`src/rtl/ysyx_24080006_mdu.sv`:
```
// Iterative RV32M multiply/divide unit: radix-2 shift-add multiply and restoring divide, one bit per cycle.
// Optional macro YSYX_24080006_MDU_FAST_EN lets zero operands skip the iteration loop.
module ysyx_24080006_mdu #(
    parameter int XLEN = 32
) (
    input  logic            clock,
    input  logic            reset,
    input  logic            flush_i,
    input  logic            in_valid_i,
    output logic            in_ready_o,
    input  logic [4:0]      mdu_set_i,
    input  logic [XLEN-1:0] rs1_i,
    input  logic [XLEN-1:0] rs2_i,
    output logic            out_valid_o,
    input  logic            out_ready_i,
    output logic [XLEN-1:0] result_o
);

    typedef struct packed {
        logic       mdu_enable;
        logic       signed_a;
        logic       signed_b;
        logic [1:0] mdu_op;
    } mdu_set_t;

    typedef enum logic [1:0] {OP_MUL = 2'd0, OP_MULH = 2'd1, OP_DIV = 2'd2, OP_REM = 2'd3} mdu_op_e;
    typedef enum logic [1:0] {IDLE = 2'd0, CALC = 2'd1, DONE = 2'd2} state_e;

    mdu_set_t set;
    state_e   state, state_nxt;
    logic     accept;
    logic     vld_q, vld_nxt;

    logic [1:0]  op;
    logic        neg_a, neg_b;
    logic [32:0] b_mag;
    logic [63:0] prod;
    logic [4:0]  cnt;
    logic [31:0] result_q;

    logic        neg_a_in, neg_b_in;
    logic [32:0] a_ext, b_ext, a_mag_in, b_mag_in;

    assign set    = mdu_set_i;
    assign accept = (state == IDLE) & in_valid_i & set.mdu_enable & ~flush_i;

    // Sign-extend before negating so 0x80000000 yields magnitude 2^31, not a wrapped value.
    assign neg_a_in = set.signed_a & rs1_i[31];
    assign neg_b_in = set.signed_b & rs2_i[31];
    assign a_ext    = {neg_a_in, rs1_i};
    assign b_ext    = {neg_b_in, rs2_i};
    assign a_mag_in = neg_a_in ? (33'd0 - a_ext) : a_ext;
    assign b_mag_in = neg_b_in ? (33'd0 - b_ext) : b_ext;

`ifdef YSYX_24080006_MDU_FAST_EN
    logic        fast_hit;
    logic [31:0] fast_res;

    assign fast_hit = (rs1_i == '0) | (rs2_i == '0);

    always_comb begin
        fast_res = '0;
        case (set.mdu_op)
            OP_DIV:  fast_res = (rs2_i == '0) ? 32'hFFFF_FFFF : 32'h0;
            OP_REM:  fast_res = rs1_i;
            default: fast_res = '0;
        endcase
    end
`endif

    // One shared 33-bit adder: add multiplicand for mul, subtract divisor for div.
    logic        is_div;
    logic [32:0] add_a, add_b;
    logic [33:0] add_sum;
    logic        ge;
    logic [63:0] prod_nxt;

    assign is_div = op[1];

    always_comb begin
        add_a = is_div ? prod[63:31] : {1'b0, prod[63:32]};
        add_b = is_div ? ~b_mag : (prod[0] ? b_mag : 33'd0);
        add_sum = {1'b0, add_a} + {1'b0, add_b} + {33'd0, is_div};
        ge = add_sum[33];
        if (is_div)
            prod_nxt = {(ge ? add_sum[31:0] : prod[62:31]), prod[30:0], ge};
        else
            prod_nxt = {add_sum[32:0], prod[31:1]};
    end

    // Sign fix-up applied to the value produced by the final iteration.
    logic        neg_p, b_zero;
    logic [63:0] prod_s;
    logic [31:0] quo, rem, fix_res;

    assign neg_p  = neg_a ^ neg_b;
    assign b_zero = (b_mag == '0);
    assign prod_s = neg_p ? (64'd0 - prod_nxt) : prod_nxt;
    assign quo    = prod_nxt[31:0];
    assign rem    = prod_nxt[63:32];

    always_comb begin
        fix_res = '0;
        case (op)
            OP_MUL:  fix_res = prod_s[31:0];
            OP_MULH: fix_res = prod_s[63:32];
            OP_DIV:  fix_res = (neg_p & ~b_zero) ? (32'd0 - quo) : quo;
            OP_REM:  fix_res = neg_a ? (32'd0 - rem) : rem;
            default: fix_res = '0;
        endcase
    end

    always_ff @(posedge clock or posedge reset) begin
        if (reset) begin
            state <= IDLE;
            vld_q <= 1'b0;
        end else begin
            state <= state_nxt;
            vld_q <= vld_nxt;
        end
    end

    always_comb begin
        state_nxt = state;
        vld_nxt   = 1'b0;
        case (state)
            IDLE: begin
                if (accept) begin
`ifdef YSYX_24080006_MDU_FAST_EN
                    state_nxt = fast_hit ? DONE : CALC;
`else
                    state_nxt = CALC;
`endif
                end
            end
            CALC: begin
                if (flush_i)
                    state_nxt = IDLE;
                else if (cnt == 5'd0)
                    state_nxt = DONE;
            end
            DONE: begin
                // valid rises one cycle after the result register is written
                if (flush_i || (vld_q && out_ready_i))
                    state_nxt = IDLE;
                else
                    vld_nxt = 1'b1;
            end
            default: state_nxt = IDLE;
        endcase
    end

    always_comb begin
        in_ready_o  = (state == IDLE);
        out_valid_o = vld_q;
        result_o    = result_q;
    end

    always_ff @(posedge clock or posedge reset) begin
        if (reset) begin
            op       <= '0;
            neg_a    <= 1'b0;
            neg_b    <= 1'b0;
            b_mag    <= '0;
            prod     <= '0;
            cnt      <= '0;
            result_q <= '0;
        end else if (accept) begin
            op    <= set.mdu_op;
            neg_a <= neg_a_in;
            neg_b <= neg_b_in;
            b_mag <= b_mag_in;
            prod  <= {32'd0, a_mag_in[31:0]};
            cnt   <= 5'd31;
`ifdef YSYX_24080006_MDU_FAST_EN
            if (fast_hit)
                result_q <= fast_res;
`endif
        end else if (state == CALC && !flush_i) begin
            prod <= prod_nxt;
            cnt  <= cnt - 5'd1;
            if (cnt == 5'd0)
                result_q <= fix_res;
        end
    end

endmodule

```
`config.mk`:
```
export PLATFORM = sky130hd
export DESIGN_NAME = ysyx_24080006_mdu
export DESIGN_NICKNAME = d
export VERILOG_FILES = /design/src/rtl/ysyx_24080006_mdu.sv
export SDC_FILE = /design/constraint.sdc
export NUM_CORES = 1
export LEC_CHECK = 0
export BUFFER_PORTS_ARGS = -buffer_cell sky130_fd_sc_hd__buf_4
export CORE_MARGIN = 1
export CORE_UTILIZATION = 52
export DETAILED_ROUTE_END_ITERATION = 10
export PLACE_DENSITY = 0.81
export SYNTH_ARGS = -nofsm -noshare
export SYNTH_HDL_FRONTEND = slang
export SYNTH_SLANG_ARGS = --single-unit
```
`constraint.sdc`:
```
create_clock -name clock -period 8.2 [get_ports clock]
set_input_delay 1.64 -clock clock [delete_from_list [all_inputs] [get_ports clock]]
set_output_delay 1.64 -clock clock [all_outputs]
set_load 0.02 [all_outputs]
```
==> run_results.csv, run 1 <==
group,metric,value,unit
outcome,status,"finished clean",
detailed_routing,first_pass_iters,6,
layout,drive_gt1_share,12.9,%
clocking,post-cts-setup-buffers,0,
synthesis,ys_seq_elements,141,
pwr,p_switching,3.19,mW
die,io_pins,108,
die,rows,59,
die,chipWidth,165,um
sta,slew_headroom,16.0,%
die,dieHeight,165,um
pwr,swShare,54.4,%
pwr,vdd_drop_max,0.169,mV
global_routing,grt_usage,35.9,%
die,coreArea,0.0261,mm2
critical_path,cp-end-kind,"flip-flop",
critical_path,crit_path_start_kind,"flip-flop",
flow_run,maxCapViolCount,0,
sta,hold_viol,0,
critical_path,critPathMaxFanout,84,
layout,multiInputGateArea,0.00965,mm2
pwr,power,5.86,mW
synthesis,synth_edf_count,0,
detailed_routing,antenna_left,0,
global_routing,grt_pass1_wl,75.3,mm
sta,post-route-min-period,7120,ps
synthesis,yosysMostFrequentCell,"nand2_1",
synthesis,synth_nets,1951,
sta,fin_crit_sh,86.8,%
sta,finalSetupViolCount,0,
sta,worst_slew_pin_slew,1250,ps
clocking,clk_latency,450,ps
synthesis,yosys.area.top_type,"dfrtp_1",
detailed_routing,drtIter0Drc,1940,
sta,rsz0062_at_grt,"false",
synthesis,synth-async-reset-ratio,100,%
global_routing,grt_max_degree,92,
critical_path,path_class,"flip-flop to flip-flop",
clocking,numCtsBuffers,17,
layout,area_delta_synth_final,10.6,%
global_routing,grt_antenna_before_repair,2,
synthesis,yosysUniqueCellTypes,96,
placed_design,dp.final_hpwl,36.9,mm
pwr,power_density,383,mW/mm2
pwr,power.share.clock,13.7,%
synthesis,yosysWarningCount,0,
global_routing,first_global_vias,13300,
sta,maxSlewViolCount,0,
synthesis,avgSynthCellArea,7.54,um2
synthesis,synth_cells,1836,
detailed_routing,via_per_inst,6.64,
pwr,p_int,2.67,mW
global_routing,overflow,0,
synthesis,synthTopCellsByCount,"nand2_1 (233), o21ai_0 (200), nor2_1 (142), dfrtp_1 (141), a21oi_1 (128)",
pwr,leakagePower,6.25,nW
detailed_routing,wl_per_cell,22.0,um
pwr,power_frac_seq,19.9,%
placed_design,portBuffers,107,
clocking,clockRootBuffer,"clkbuf_16",
layout,regArea,0.00353,mm2
synthesis,ys.flop_type,"dfrtp_1",
critical_path,critPathArrivalTime,7490,ps
placed_design,routabilityCongestion,1.04,
clocking,clk_path_buf_depth,2,
die,start_util,53.1,%
sta,clock_skew,14.3,ps
layout,layout.nets,1974,
clocking,ctsResizeCount,0,
clocking,h-tree-depth,4,
critical_path,required,8570,ps
sta,fmax,0.141,GHz
synthesis,synth_top_area_share,25.5,%
clocking,clock_sinks,141,
synthesis,synth.cell_area,0.0138,mm2
min_path,hold_class,"flip-flop to flip-flop",
detailed_routing,wirelength,48.6,mm
sta,setup_tns,0,ps
detailed_routing,vias,14700,
layout,final.fill_count,2450,
synthesis,yosys-top-cells-area,"dfrtp_1 (25%), o21ai_0 (7.2%), nand2_1 (6.3%)",
clocking,clk_pin_slew,70,ps
detailed_routing,drc_errors,0,
synthesis,seq_area_frac_synth,25.5,%
clocking,cts_tree,"built",
die,die_area,0.0273,mm2
clocking,cts_hold_buf,0,
pwr,pwr-share-comb,66.4,%
==> critical path, stage by stage (launching register included) <==
cell	delay, ps
dfrtp_4	790
buf_4	790
mux2_2	420
ha_1	390
a21oi_1	280
o21ai_1	170
a221o_1	380
o21ai_4	490
a31oi_1	260
inv_1	230
ha_1	230
o21ai_0	150
nor2_1	320
nand2_1	110
nor2_1	350
and4_1	470
nand2_2	170
o211ai_1	240
o31ai_1	90
a2111oi_1	420
a21oi_1	80
o21ai_1	150
==> sequential cells by signal (all words and copies together) (netlist names) <==
register     cells
neg_b            1
cnt              5
b_mag           33
state            2
prod            64
op               2
result_o        32
neg_a            1
out_valid_o      1
==> final timing paths <==
check | start | endpoint | slack, ps | cells past startpoint
worst min register to register | out_valid_o | out_valid_o | 470 | 1
max in group asynchronous | reset | op[1] | 5430 | 3
min in group asynchronous | reset | prod[17] | 1260 | 2
worst max register to register | op[1] | result_o[8] | 1080 | 21
worst max-delay path | op[1] | result_o[8] | 1080 | 21
worst min-delay path | out_valid_o | out_valid_o | 470 | 1
==> cell usage in the layout, fill, tap and decap left out, drive strengths merged, types with 6 or more instances in the layout <==
master / count
or3: 21
or2: 14
a21boi: 6
o211ai: 22
nand3: 71
dfrtp: 141
clkbuf: 18
mux2i: 33
o31ai: 18
a22oi: 11
inv: 49
mux2: 31
a31oi: 27
nor3b: 8
xnor2: 95
o21a: 12
o2111ai: 7
ha: 39
o21ai: 214
o22ai: 15
and2: 12
nand2b: 14
nor2: 142
xor2: 65
nor2b: 11
a211oi: 16
o221ai: 37
nand2: 236
nand4: 27
nor3: 48
buf: 129
o41ai: 6
o211a: 6
and3: 13
a221oi: 11
a21o: 14
nor4: 24
a21oi: 129
==> power groups by stage <==
stage	Combinational [mW]	Clock [mW]	Sequential [mW]
2_1_floorplan	2.73	0	1.05
3_3_place_gp	3.71	0	1.15
3_5_place_dp	3.74	0	1.16
4_1_cts	3.76	0.803	1.15
5_1_grt	4.16	0.832	1.19
6_report	3.89	0.801	1.17
==> metal layers <==
metal / vias to the layer above / GRT usage (%) / share of wire (%)
li1: 6804 / - / -
met1: 6945 / 51.0 / 43
met2: 786 / 53.3 / 43
met3: 116 / 7.82 / 11
met4: 2 / 12.1 / 2.8
met5: - / 0 / 0.016
==> kinds of logic (layout without fill, tap and decap cells) <==
family          count (synthesis)  after routing  share of synthesized area, %
simple gates                  668            668                          23.3
flops                         141            141                          25.5
fa+ha+maj                      41             41                          3.81
xor+xnor                      160            160                          10.1
mux                            64             64                          4.91
compound gates                595            595                          27.4
other cells                     0              1                             0
buf+inv                       167            203                          4.94
==> cell type report <==
| class | instances | area share [%] |
|---|---|---|
| flip-flops and latches | 141 | 23.1 |
| well taps | 335 | 2.74 |
| clock inverters | 14 | 0.997 |
| repair buffers | 129 | 6.32 |
| inverters | 42 | 1.06 |
| diodes | 1 | 0.0163 |
| multi-input cells | 1528 | 63.0 |
| clock buffers | 18 | 2.80 |
==> through the flow <==
step	setup WS (ps)	util [%]	area [um2]	hold WS (ps)	std cells
floorplan	764	-	13800	479	1836
global placement	1570	56.5	14700	452	2175
detailed placement	1400	56.5	14700	457	2175
CTS	1360	58.8	15300	468	2207
global route	706	58.8	15300	487	2207
finish	1080	58.8	15300	474	2208
Note: power is estimated with default switching activity, not from simulation.
==> run 2, diff against run 1 <==
- RECOVER_POWER: not set -> 100
==> run 2 against run 1 <==
  * The flow now finishes with violations (capacitance limit, slew limit)
  * Non-clock buffer count did not move
  * Core utilization down 0.68 points
  * Wire length increased by 0.24%
  * Register-to-register slack lost 440 ps
  * Combinational power about the same
  * Die area did not move
  * Clock skew is essentially flat
  * Final cell count is the same
  * Via count is essentially flat
  * Largest power group unchanged
  * Highest routed layer unchanged
==> run_results.csv, run 2 (same netlist as run 1, synthesis figures left out) <==
group,metric,value,unit
outcome,status,"finished, violations left",
outcome,violations,"capacitance limit, slew limit",
die,chipWidth,165,um
die,io_pins,108,
critical_path,cp-end-kind,"flip-flop",
clocking,numCtsBuffers,17,
global_routing,grt_pass1_wl,75.3,mm
placed_design,dp_worst_setup_slack,1400,ps
critical_path,critPathArrivalTime,7870,ps
global_routing,first_global_vias,13300,
clocking,clk_pin_slew,70,ps
clocking,ctsResizeCount,0,
layout,mostFrequentLayoutCell,"nand2_1",
sta,finalWorstSetupSlack,640,ps
global_routing,overflow,0,
sta,post-route-min-period,7560,ps
detailed_routing,drtIter0Drc,2010,
detailed_routing,drc_errors,0,
clocking,clockRootBuffer,"clkbuf_16",
clocking,clk_path_buf_depth,2,
critical_path,rrSetupSlack,640,ps
critical_path,r2r_end,"result_o[11]",
placed_design,routabilityCongestion,1.04,
sta,finalSetupViolCount,0,
detailed_routing,wirelength,48.7,mm
global_routing,top_usage_layer,"met2",
layout,final_cell_mix,"nand2_1 (232), o21ai_0 (204), nor2_1 (142)",
die,dieHeight,165,um
min_path,hp-start,"out_valid_o",
min_path,holdPathEnd,"out_valid_o",
critical_path,r2r_start,"op[1]",
sta,rsz0062_at_grt,"false",
sta,hold_viol,0,
global_routing,met2_usage,53.3,%
die,rows,59,
die,die_area,0.0273,mm2
detailed_routing,antenna_left,0,
layout,regMostFlops,"prod",
detailed_routing,first_pass_iters,5,
clocking,cts_hold_buf,0,
placed_design,portBuffers,107,
detailed_routing,wl_per_cell,22.1,um
sta,setup_tns,0,ps
pwr,leakagePower,6.07,nW
critical_path,r2r_cells,15,
layout,largest_reg_flops,64,
min_path,holdPathStages,1,
sta,fin_crit_sh,92.2,%
clocking,cts_tree,"built",
global_routing,grt_usage,35.9,%
pwr,power_density,385,mW/mm2
clocking,h-tree-depth,4,
global_routing,met3_usage,7.82,%
min_path,hold_class,"flip-flop to flip-flop",
die,start_util,53.1,%
placed_design,dp.final_hpwl,36.9,mm
sta,maxSlewViolCount,299,
layout,drive_gt1_share,10.7,%
global_routing,grt_antenna_before_repair,2,
sta,fmax,0.132,GHz
layout,area_delta_synth_final,9.35,%
die,coreArea,0.0261,mm2
clocking,post-cts-setup-buffers,0,
pwr,vdd_drop_max,0.163,mV
critical_path,critPathMaxFanout,84,
critical_path,path_class,"flip-flop to flip-flop",
critical_path,crit_path_start_kind,"flip-flop",
detailed_routing,via_per_inst,6.63,
sta,slew_headroom,-125,%
layout,final_util,58.1,%
clocking,clk_latency,450,ps
layout,layout.nets,1974,
global_routing,grt_max_degree,92,
sta,worst_slew_pin_slew,3370,ps
global_routing,use_met1,51.0,%
detailed_routing,vias,14600,
flow_run,maxCapViolCount,5,
sta,clock_skew,14.4,ps
critical_path,required,8510,ps
clocking,clock_sinks,141,
==> run 2: critical path, stage by stage, from the launching register on <==
cell and delay, ps:
dfrtp_4 790, buf_4 780, mux2_2 420, ha_1 460
a21oi_1 170, o211ai_1 320, a21oi_1 150, o21ai_0 1480
nor3_1 220, a311o_1 400, or3_1 540, or3_1 490
o21ai_0 320, xnor2_1 150, a221oi_1 530, o21ai_0 140
==> run 2: how the worst max path moves through the flow <==
| stage | from | endpoint | slack, ps | cells past startpoint |
|---|---|---|---|---|
| after floorplan | op[1] | result_o[8] | 760 | 32 |
| after global placement | op[1] | result_o[8] | 1570 | 21 |
| after detailed placement | op[1] | result_o[8] | 1400 | 21 |
| after CTS | op[1] | result_o[8] | 1360 | 21 |
| after global routing | op[1] | result_o[8] | 370 | 16 |
| final | op[1] | result_o[11] | 640 | 15 |
==> run 2: area by class of cell <==
| class | instances | area [um2] |
|---|---|---|
| timing repair buffer | 129 | 820 |
| fill | 2491 | 10900 |
| antenna | 1 | 2.50 |
| inverter | 42 | 159 |
| sequential | 141 | 3530 |
| clock inverter | 14 | 153 |
| tap | 335 | 419 |
| clock buffer | 18 | 429 |
| multi-input combinational | 1528 | 9620 |
==> run 2: where the power goes <==
part           total, mW  switching, mW  internal (mW)
Sequential          1.17          0.279          0.887
Clock              0.802          0.371          0.431
Combinational       3.86           2.53           1.33
Total               5.83           3.18           2.65
==> run 2: stage by stage <==
step | area, um2 | total power, mW | hold slack [ps] | std cells
2_1_floorplan | 13800 | 3.78 | 479 | 1836
3_3_place_gp | 14700 | 4.87 | 452 | 2175
3_5_place_dp | 14700 | 4.90 | 457 | 2175
4_1_cts | 15300 | 5.71 | 468 | 2207
5_1_grt | 15100 | 6.14 | 485 | 2207
6_report | 15100 | 5.83 | 469 | 2208
==> run 2: metal layers <==
metal,vias to the layer above,share of wire (%)
li1,6791,-
met1,6957,44
met2,794,43
met3,105,10
met4,2,2.7
met5,-,0.016
